### config.mk
export PLATFORM = sky130hd
export DESIGN_NAME = adc_src
export DESIGN_NICKNAME = d
export VERILOG_FILES = /design/src/rtl/adc_src_pkg.sv /design/src/rtl/adc_src_ram.sv /design/src/rtl/adc_src.sv
export SDC_FILE = /design/constraint.sdc
export NUM_CORES = 1
export LEC_CHECK = 0
export ABC_AREA = 0
export BUFFER_PORTS_ARGS = -buffer_cell sky130_fd_sc_hd__buf_2
export CAP_MARGIN = 40
export CORE_MARGIN = 5
export CORE_UTILIZATION = 25
export CTS_CLUSTER_SIZE = 28
export DETAILED_ROUTE_END_ITERATION = 10
export PLACE_DENSITY_LB_ADDON = 0.3
export RECOVER_POWER = 100
export SETUP_SLACK_MARGIN = 0.05
export SLEW_MARGIN = 0
export SYNTH_ARGS = -nofsm -noshare
export SYNTH_HDL_FRONTEND = slang
export SYNTH_SLANG_ARGS = --single-unit
### constraint.sdc
create_clock -name clk -period 5 [get_ports clk]
set_input_delay 1 -clock clk [delete_from_list [all_inputs] [get_ports clk]]
set_output_delay 1 -clock clk [all_outputs]
set_load 0.01 [all_outputs]
### src/rtl/adc_src_pkg.sv
// Shared definitions for the ADC sample source: FSM state encodings,
// sample-table geometry and the table index helper.
package adc_src_pkg;

    typedef enum logic [1:0] {
        ST_IDLE    = 2'd0,
        ST_CONVERT = 2'd1,
        ST_PRESENT = 2'd2
    } adc_state_e;

    localparam int TBL_DEPTH = 16;
    localparam int TBL_AW    = 4;
    localparam int DAT_W     = 8;
    localparam int CNT_W     = 8;

    // Table index advance; the 4-bit add wraps 15 back to 0.
    function automatic logic [TBL_AW-1:0] next_idx(input logic [TBL_AW-1:0] idx);
        return idx + 4'd1;
    endfunction

endpackage

### src/rtl/adc_src_ram.sv
// 16x8 sample table: synchronous write, asynchronous read, synchronous clear.
// A read of an address written on the same edge returns the old contents.
module sample_ram
    import adc_src_pkg::*;
(
    input  logic              clk,
    input  logic              clr_i,
    input  logic              we_i,
    input  logic [TBL_AW-1:0] waddr_i,
    input  logic [DAT_W-1:0]  wdata_i,
    input  logic [TBL_AW-1:0] raddr_i,
    output logic [DAT_W-1:0]  rdata_o
);

    logic [DAT_W-1:0] mem_q [TBL_DEPTH];

    // Table storage: clear wins over a concurrent write.
    always_ff @(posedge clk) begin
        if (clr_i) begin
            for (int i = 0; i < TBL_DEPTH; i++) begin
                mem_q[i] <= 8'h00;
            end
        end else if (we_i) begin
            mem_q[waddr_i] <= wdata_i;
        end else begin
            mem_q <= mem_q;
        end
    end

    assign rdata_o = mem_q[raddr_i];

endmodule

### src/rtl/adc_src.sv
// ADC sample source: paces conversions with a down-counter and presents one
// table entry per completed conversion as a registered rdy/dat pair.
module adc_src
    import adc_src_pkg::*;
#(
    parameter int unsigned CONV_CYCLES = 4
) (
    input  logic              clk,
    input  logic              reset,
    input  logic              req,
    input  logic              ld_en,
    input  logic [TBL_AW-1:0] ld_addr,
    input  logic [DAT_W-1:0]  ld_data,
    output logic              rdy,
    output logic [DAT_W-1:0]  dat,
    output logic              busy,
    output logic [TBL_AW-1:0] smp_idx
);

    localparam logic [CNT_W-1:0] CNT_LOAD = CNT_W'(CONV_CYCLES - 32'd1);

    adc_state_e        state_q;
    logic              rdy_q;
    logic [DAT_W-1:0]  dat_q;
    logic [TBL_AW-1:0] smp_idx_q;
    logic [TBL_AW-1:0] smp_idx_d;
    logic [CNT_W-1:0]  cnt_q;
    logic [DAT_W-1:0]  rd_data_s;

    sample_ram u_ram (
        .clk     (clk),
        .clr_i   (reset),
        .we_i    (ld_en),
        .waddr_i (ld_addr),
        .wdata_i (ld_data),
        .raddr_i (smp_idx_q),
        .rdata_o (rd_data_s)
    );

    assign smp_idx_d = next_idx(smp_idx_q);

    // Conversion FSM; rdy, dat and smp_idx only move on entry to PRESENT.
    always_ff @(posedge clk) begin
        if (reset) begin
            state_q   <= ST_IDLE;
            rdy_q     <= 1'b0;
            dat_q     <= 8'h00;
            smp_idx_q <= 4'd0;
            cnt_q     <= 8'd0;
        end else begin
            rdy_q <= 1'b0;
            case (state_q)
                ST_IDLE: begin
                    if (req) begin
                        state_q <= ST_CONVERT;
                        cnt_q   <= CNT_LOAD;
                    end else begin
                        state_q <= ST_IDLE;
                    end
                end
                ST_CONVERT: begin
                    if (!req) begin
                        state_q <= ST_IDLE;
                    end else if (cnt_q != 8'd0) begin
                        cnt_q <= cnt_q - 8'd1;
                    end else begin
                        // Table read is asynchronous, so a same-edge write is not yet visible.
                        state_q   <= ST_PRESENT;
                        rdy_q     <= 1'b1;
                        dat_q     <= rd_data_s;
                        smp_idx_q <= smp_idx_d;
                    end
                end
                ST_PRESENT: begin
                    if (req) begin
                        state_q <= ST_CONVERT;
                        cnt_q   <= CNT_LOAD;
                    end else begin
                        state_q <= ST_IDLE;
                    end
                end
                default: begin
                    state_q <= ST_IDLE;
                end
            endcase
        end
    end

    assign busy    = (state_q == ST_CONVERT) || (state_q == ST_PRESENT);
    assign rdy     = rdy_q;
    assign dat     = dat_q;
    assign smp_idx = smp_idx_q;

endmodule

==> results of run 1 <==
## sequential cells by signal, summed over array words and instances (netlist names)
register,cells
u_ram.mem_q,128
cnt_q,8
smp_idx,4
state_q,2
dat,8
rdy,1
## cells in the mapped netlist (3+ instances only)
| master | count | area [um^2] |
|---|---|---|
| dfxtp_1 | 151 | 3020 |
| mux2i_1 | 106 | 1060 |
| nor2_1 | 98 | 368 |
| nand2_1 | 70 | 263 |
| a21oi_1 | 68 | 340 |
| o21ai_0 | 48 | 240 |
| clkbuf_1 | 42 | 158 |
| mux4_2 | 16 | 360 |
| o22ai_1 | 16 | 100 |
| nand3_1 | 14 | 70.1 |
| buf_2 | 12 | 60.1 |
| a311oi_1 | 10 | 87.6 |
| a211oi_1 | 8 | 60.1 |
| ha_1 | 7 | 87.6 |
| inv_1 | 6 | 22.5 |
| buf_1 | 5 | 18.8 |
| o31ai_1 | 5 | 37.5 |
| nand3b_1 | 4 | 30.0 |
| nor3_1 | 4 | 20.0 |
| nand4_1 | 3 | 18.8 |
| nor2b_1 | 3 | 18.8 |
| nor3_4 | 3 | 48.8 |
| or3_1 | 3 | 18.8 |
## where the power goes
group / total (uW) / switching [uW] / internal [uW]
Sequential: 1240 / 13.9 / 1220
Clock: 1370 / 598 / 771
Combinational: 187 / 129 / 58.0
Total: 2790 / 741 / 2050
## worst min-delay path by stage
stage                          start          endpoint  slack [ns]  cells past startpoint
floorplan           u_ram.mem_q[120]  u_ram.mem_q[120]        0.44                      2
global placement    u_ram.mem_q[120]  u_ram.mem_q[120]        0.44                      2
detailed placement  u_ram.mem_q[120]  u_ram.mem_q[120]        0.45                      2
CTS                 u_ram.mem_q[120]  u_ram.mem_q[120]        0.46                      2
global route        u_ram.mem_q[124]  u_ram.mem_q[124]        0.48                      2
finish              u_ram.mem_q[125]  u_ram.mem_q[125]        0.46                      2
## area by class of cell
type,instances,area [um^2]
Clock buffer,17,425
Clock inverter,15,208
Fill cell,2827,19100
Inverter,6,22.5
Multi-Input combinational cell,514,3420
Sequential cell,151,3020
Tap cell,341,427
Timing Repair Buffer,38,201
## worst max-delay path, delay by kind of cell
family,cells,cell delay (ns)
buf+inv,1,0.25
mux,1,0.30
simple gates,3,1.96
## layer usage
metal	wire length (um)	global-route usage	vias up
li1	-	-	2588
met1	9360	0.174	2633
met2	9120	0.203	103
met3	561	0.0241	16
met4	353	0.0383	0
met5	0	0	-
## per-stage QoR
step | power, uW | instance area, um^2 | util | worst slack, ns | instances
after floorplan | 1390 | 6760 | - | 2.68 | 731
after global placement | 1450 | 7150 | 0.267 | 2.22 | 1049
after detailed placement | 1460 | 7170 | 0.268 | 2.21 | 1050
after CTS | 2830 | 7810 | 0.291 | 2.53 | 1082
after global routing | 2900 | 7720 | 0.288 | 1.37 | 1082
final | 2790 | 7720 | 0.288 | 1.79 | 1082
## cells by family after synthesis
family	share of synthesized area
compound gates	0.136
xor+xnor	0.00389
mux	0.210
simple gates	0.150
buf+inv	0.0400
flops	0.447
fa+ha+maj	0.0130
==> impl_metrics.csv, run 1 <==
group,metric,value,unit
outcome,outcome,"finished, violations left",
outcome,violations,"capacitance limit, slew limit",
synth,synthCells,731,
synth,syn_avg_cell_area,9.24,um^2
drt,drt_iter0_markers,496,
grt,grt_pass1_vias,5137,
placement,gp_congestion,0.751,
drt,via_per_inst,4.94,
timing,period_minus_slack,3.21,ns
synth,ys_types,47,
synth,synth_seq_cells,151,
final_layout,mostFrequentLayoutCells,"dfxtp_1 (151), mux2i_1 (106), nor2_1 (99)",
timing,clock_skew,0.0121,ns
timing,finalHoldWorstSlack,0.456,ns
timing,drv_slew,37,
critical_path,r2r_cells,6,
grt,grt_pass1_wl,30600,um
placement,port_buffers,29,
floorplanning,die_area,30400,um^2
critical_path,startpoint,"ld_addr[3]",
synth,synth_ff_type,"dfxtp_1",
timing,setup_viol,0,
power,power_leakage,0.00274,uW
critical_path,timing.rr.start,"cnt_q[0]",
drt,num_vias,5340,
clock_tree,cts_tree,"built",
clock_tree,clk_latency,0.43,ns
critical_path,crit_chain,"clkbuf_1, nand2b_1, nor3_1, mux2i_1, nor2_1",
final_layout,final_nets,751,
timing,tightest_slew,1.98,ns
final_layout,final_common_cell,"dfxtp_1",
floorplanning,ios,30,
power,ir_worst_vdd,0.000211,V
floorplanning,die_w,174,um
critical_path,r2r_end,"dat[3]",
timing,grt_setup_unrepaired,"no",
power,power-per-cell-area,362,nW/um^2
clock_tree,cts_buffers,17,
drt,ant_nets,0,
drt,route.detailed.drc,0,
final_layout,area_growth,14.3,%
clock_tree,cts_root_buffer,"clkbuf_16",
final_layout,diodes,0,
clock_tree,ctsResizeCount,0,
drt,wl,19400,um
grt,antenna_found_initial,0,
timing,fin_crit_sh,0.643,
final_layout,layout-drive-gt1-share,0.0945,
floorplanning,floorplan.rows,60,
clock_tree,clock_sinks,151,
clock_tree,cts_hold_buf,0,
critical_path,critical_path.endpoint,"u_ram.mem_q[41]",
critical_path,worstSetupPathType,"in -> reg",
floorplanning,die_h,174,um
critical_path,cp-start-kind,"input port",
synth,netlist_area,6760,um^2
clock_tree,h-tree-depth,4,
timing,max_slew_margin,-0.328,
critical_path,required,5.31,ns
floorplanning,coreArea,26800,um^2
placement,post-dp-hpwl,12300,um
floorplanning,initial_core_util,0.252,
critical_path,slowest_delay,1.40,ns
clock_tree,clockBufferDepth,2,
synth,synth-edff-count,0,
critical_path,arrival,3.52,ns
synth,synth_seq_area_share,0.447,
grt,overflow,0,
critical_path,path_max_fanout,19,
hold_path,hold_path_class,"reg -> reg",
timing,timing.setup.tns,0,ns
run,drv_cap,4,
critical_path,regToRegSetupSlack,1.79,ns
drt,dr.pass1.iters,5,
timing,finalHoldViolCount,0,
clock_tree,postCtsSetupBuffers,0,
drt,wl_per_cell,17.9,um
synth,yosysWarnings,0,
grt,track_usage,0.127,
critical_path,worst_path_max_delay_cell,"nor3_1",
grt,grt_max_degree,69,
critical_path,worstSetupEndpointType,"register",
clock_tree,clk_pin_slew,0.07,ns
timing,max_freq,311,MHz
synth,ys_async_sr_fraction,0,
synth,syn-num-nets,754,
Power figures use the tool's default switching activity.
==> run 2, diff against run 1 <==
==> constraint.sdc (replaced) <==
create_clock -name clk -period 3.3 [get_ports clk]
set_input_delay 0.66 -clock clk [delete_from_list [all_inputs] [get_ports clk]]
set_output_delay 0.66 -clock clk [all_outputs]
set_load 0.01 [all_outputs]
==> impl_metrics.csv, run 2 (same netlist as run 1, synthesis figures left out) <==
group,metric,value,unit
outcome,outcome,"finished, violations left",
outcome,violations,"capacitance limit, slew limit",
floorplanning,floorplan.rows,60,
final_layout,final_common_cell,"dfxtp_1",
timing,max_slew_margin,-0.192,
clock_tree,postCtsSetupBuffers,0,
power,switchingPower,1190,uW
power,p_sw_frac,0.285,
critical_path,required,3.60,ns
final_layout,area_growth,14.8,%
timing,timing.setup.tns,0,ns
power,ir_worst_vdd,0.000353,V
critical_path,arrival,3.00,ns
timing,tightest_slew,1.77,ns
final_layout,fillers,2829,
drt,num_vias,5337,
critical_path,cp-start-kind,"input port",
final_layout,largest_register_ffs,128,
timing,setup_viol,0,
drt,wl,19500,um
grt,grt_max_degree,120,
timing,period_minus_slack,2.70,ns
run,drv_cap,2,
final_layout,layout-drive-gt1-share,0.100,
clock_tree,clock_sinks,151,
final_layout,final_nets,757,
power,power-per-cell-area,538,nW/um^2
floorplanning,coreArea,26800,um^2
placement,gp_congestion,0.754,
clock_tree,ctsResizeCount,0,
clock_tree,clockBufferDepth,2,
clock_tree,clk_latency,0.43,ns
timing,grt_setup_unrepaired,"no",
power,seqPwrFrac,0.450,
hold_path,hold_path_class,"reg -> reg",
power,power_leakage,0.00275,uW
grt,grt_pass1_wl,30700,um
final_layout,top_register,"u_ram.mem_q",
clock_tree,cts_buffers,17,
timing,fin_crit_sh,0.818,
floorplanning,die_h,174,um
clock_tree,cts_tree,"built",
floorplanning,ios,30,
drt,route.detailed.drc,0,
clock_tree,cts_hold_buf,0,
drt,via_per_inst,4.91,
drt,wl_per_cell,17.9,um
clock_tree,cts_root_buffer,"clkbuf_16",
final_layout,final_util,0.289,
critical_path,path_max_fanout,10,
power,p_clk_frac,0.483,
clock_tree,clk_pin_slew,0.08,ns
floorplanning,die_w,174,um
grt,grt_pass1_vias,5224,
floorplanning,initial_core_util,0.252,
placement,port_buffers,29,
clock_tree,h-tree-depth,4,
timing,finalHoldViolCount,0,
drt,drt_iter0_markers,450,
grt,antenna_found_initial,0,
floorplanning,die_area,30400,um^2
power,p_total,4170,uW
grt,overflow,0,
placement,post-dp-hpwl,12500,um
critical_path,worstSetupEndpointType,"register",
final_layout,diodes,0,
drt,ant_nets,0,
timing,max_freq,370,MHz
critical_path,worstSetupPathType,"in -> reg",
final_layout,mostFrequentLayoutCells,"dfxtp_1 (150), mux2i_1 (106), nor2_1 (99)",
timing,clock_skew,0.0103,ns
power,p_int,2980,uW
grt,track_usage,0.129,
drt,dr.pass1.iters,4,
power,p_comb_frac,0.067,
timing,drv_slew,18,
run 2: power by group through the flow:
stage          combinational (uW)  clock (uW)  sequential (uW)
3_3_place_gp                  289           0             1920
2_1_floorplan                 196           0             1910
4_1_cts                       291        2060             1880
5_1_grt                       312        2150             1880
6_report                      281        2010             1880
3_5_place_dp                  290           0             1920
run 2: metal layers:
metal / global-route usage / wire (um) / vias up
li1: - / - / 2601
met1: 0.175 / 9310 / 2635
met2: 0.210 / 9350 / 92
met3: 0.0298 / 669 / 9
met4: 0.0267 / 158 / 0
met5: 0 / 0 / -
run 2: worst max-delay path: stages:
cell and delay, ns:
clkbuf_1 0.28, nand2b_1 0.29, nor3_1 1.40, mux2i_1 0.31, nor2_1 0.05
run 2: cell type report:
type	instances	area, um^2	area share
clock buffer	17	425	0.0549
tap	341	427	0.0550
inverter	6	22.5	0.00290
multi-input combinational	514	3430	0.442
sequential	151	3020	0.390
clock inverter	15	205	0.0265
timing repair buffer	44	223	0.0287
run 2: worst paths after layout:
check                    from                to  slack [ns]  cells past startpoint
min          u_ram.mem_q[120]  u_ram.mem_q[120]        0.46                      2
max reg2reg          cnt_q[0]            dat[6]        0.95                      6
min reg2reg  u_ram.mem_q[120]  u_ram.mem_q[120]        0.46                      2
max                ld_addr[3]   u_ram.mem_q[46]        0.60                      5
run 2: stage by stage:
step	setup WS [ns]	hold slack, ns	area [um^2]	cells
detailed placement	0.959	0.446	7220	1055
global route	0.428	0.477	7750	1088
finish	0.600	0.456	7750	1088
CTS	0.933	0.458	7850	1087
floorplan	1.32	0.436	6760	731
global placement	0.902	0.442	7210	1054
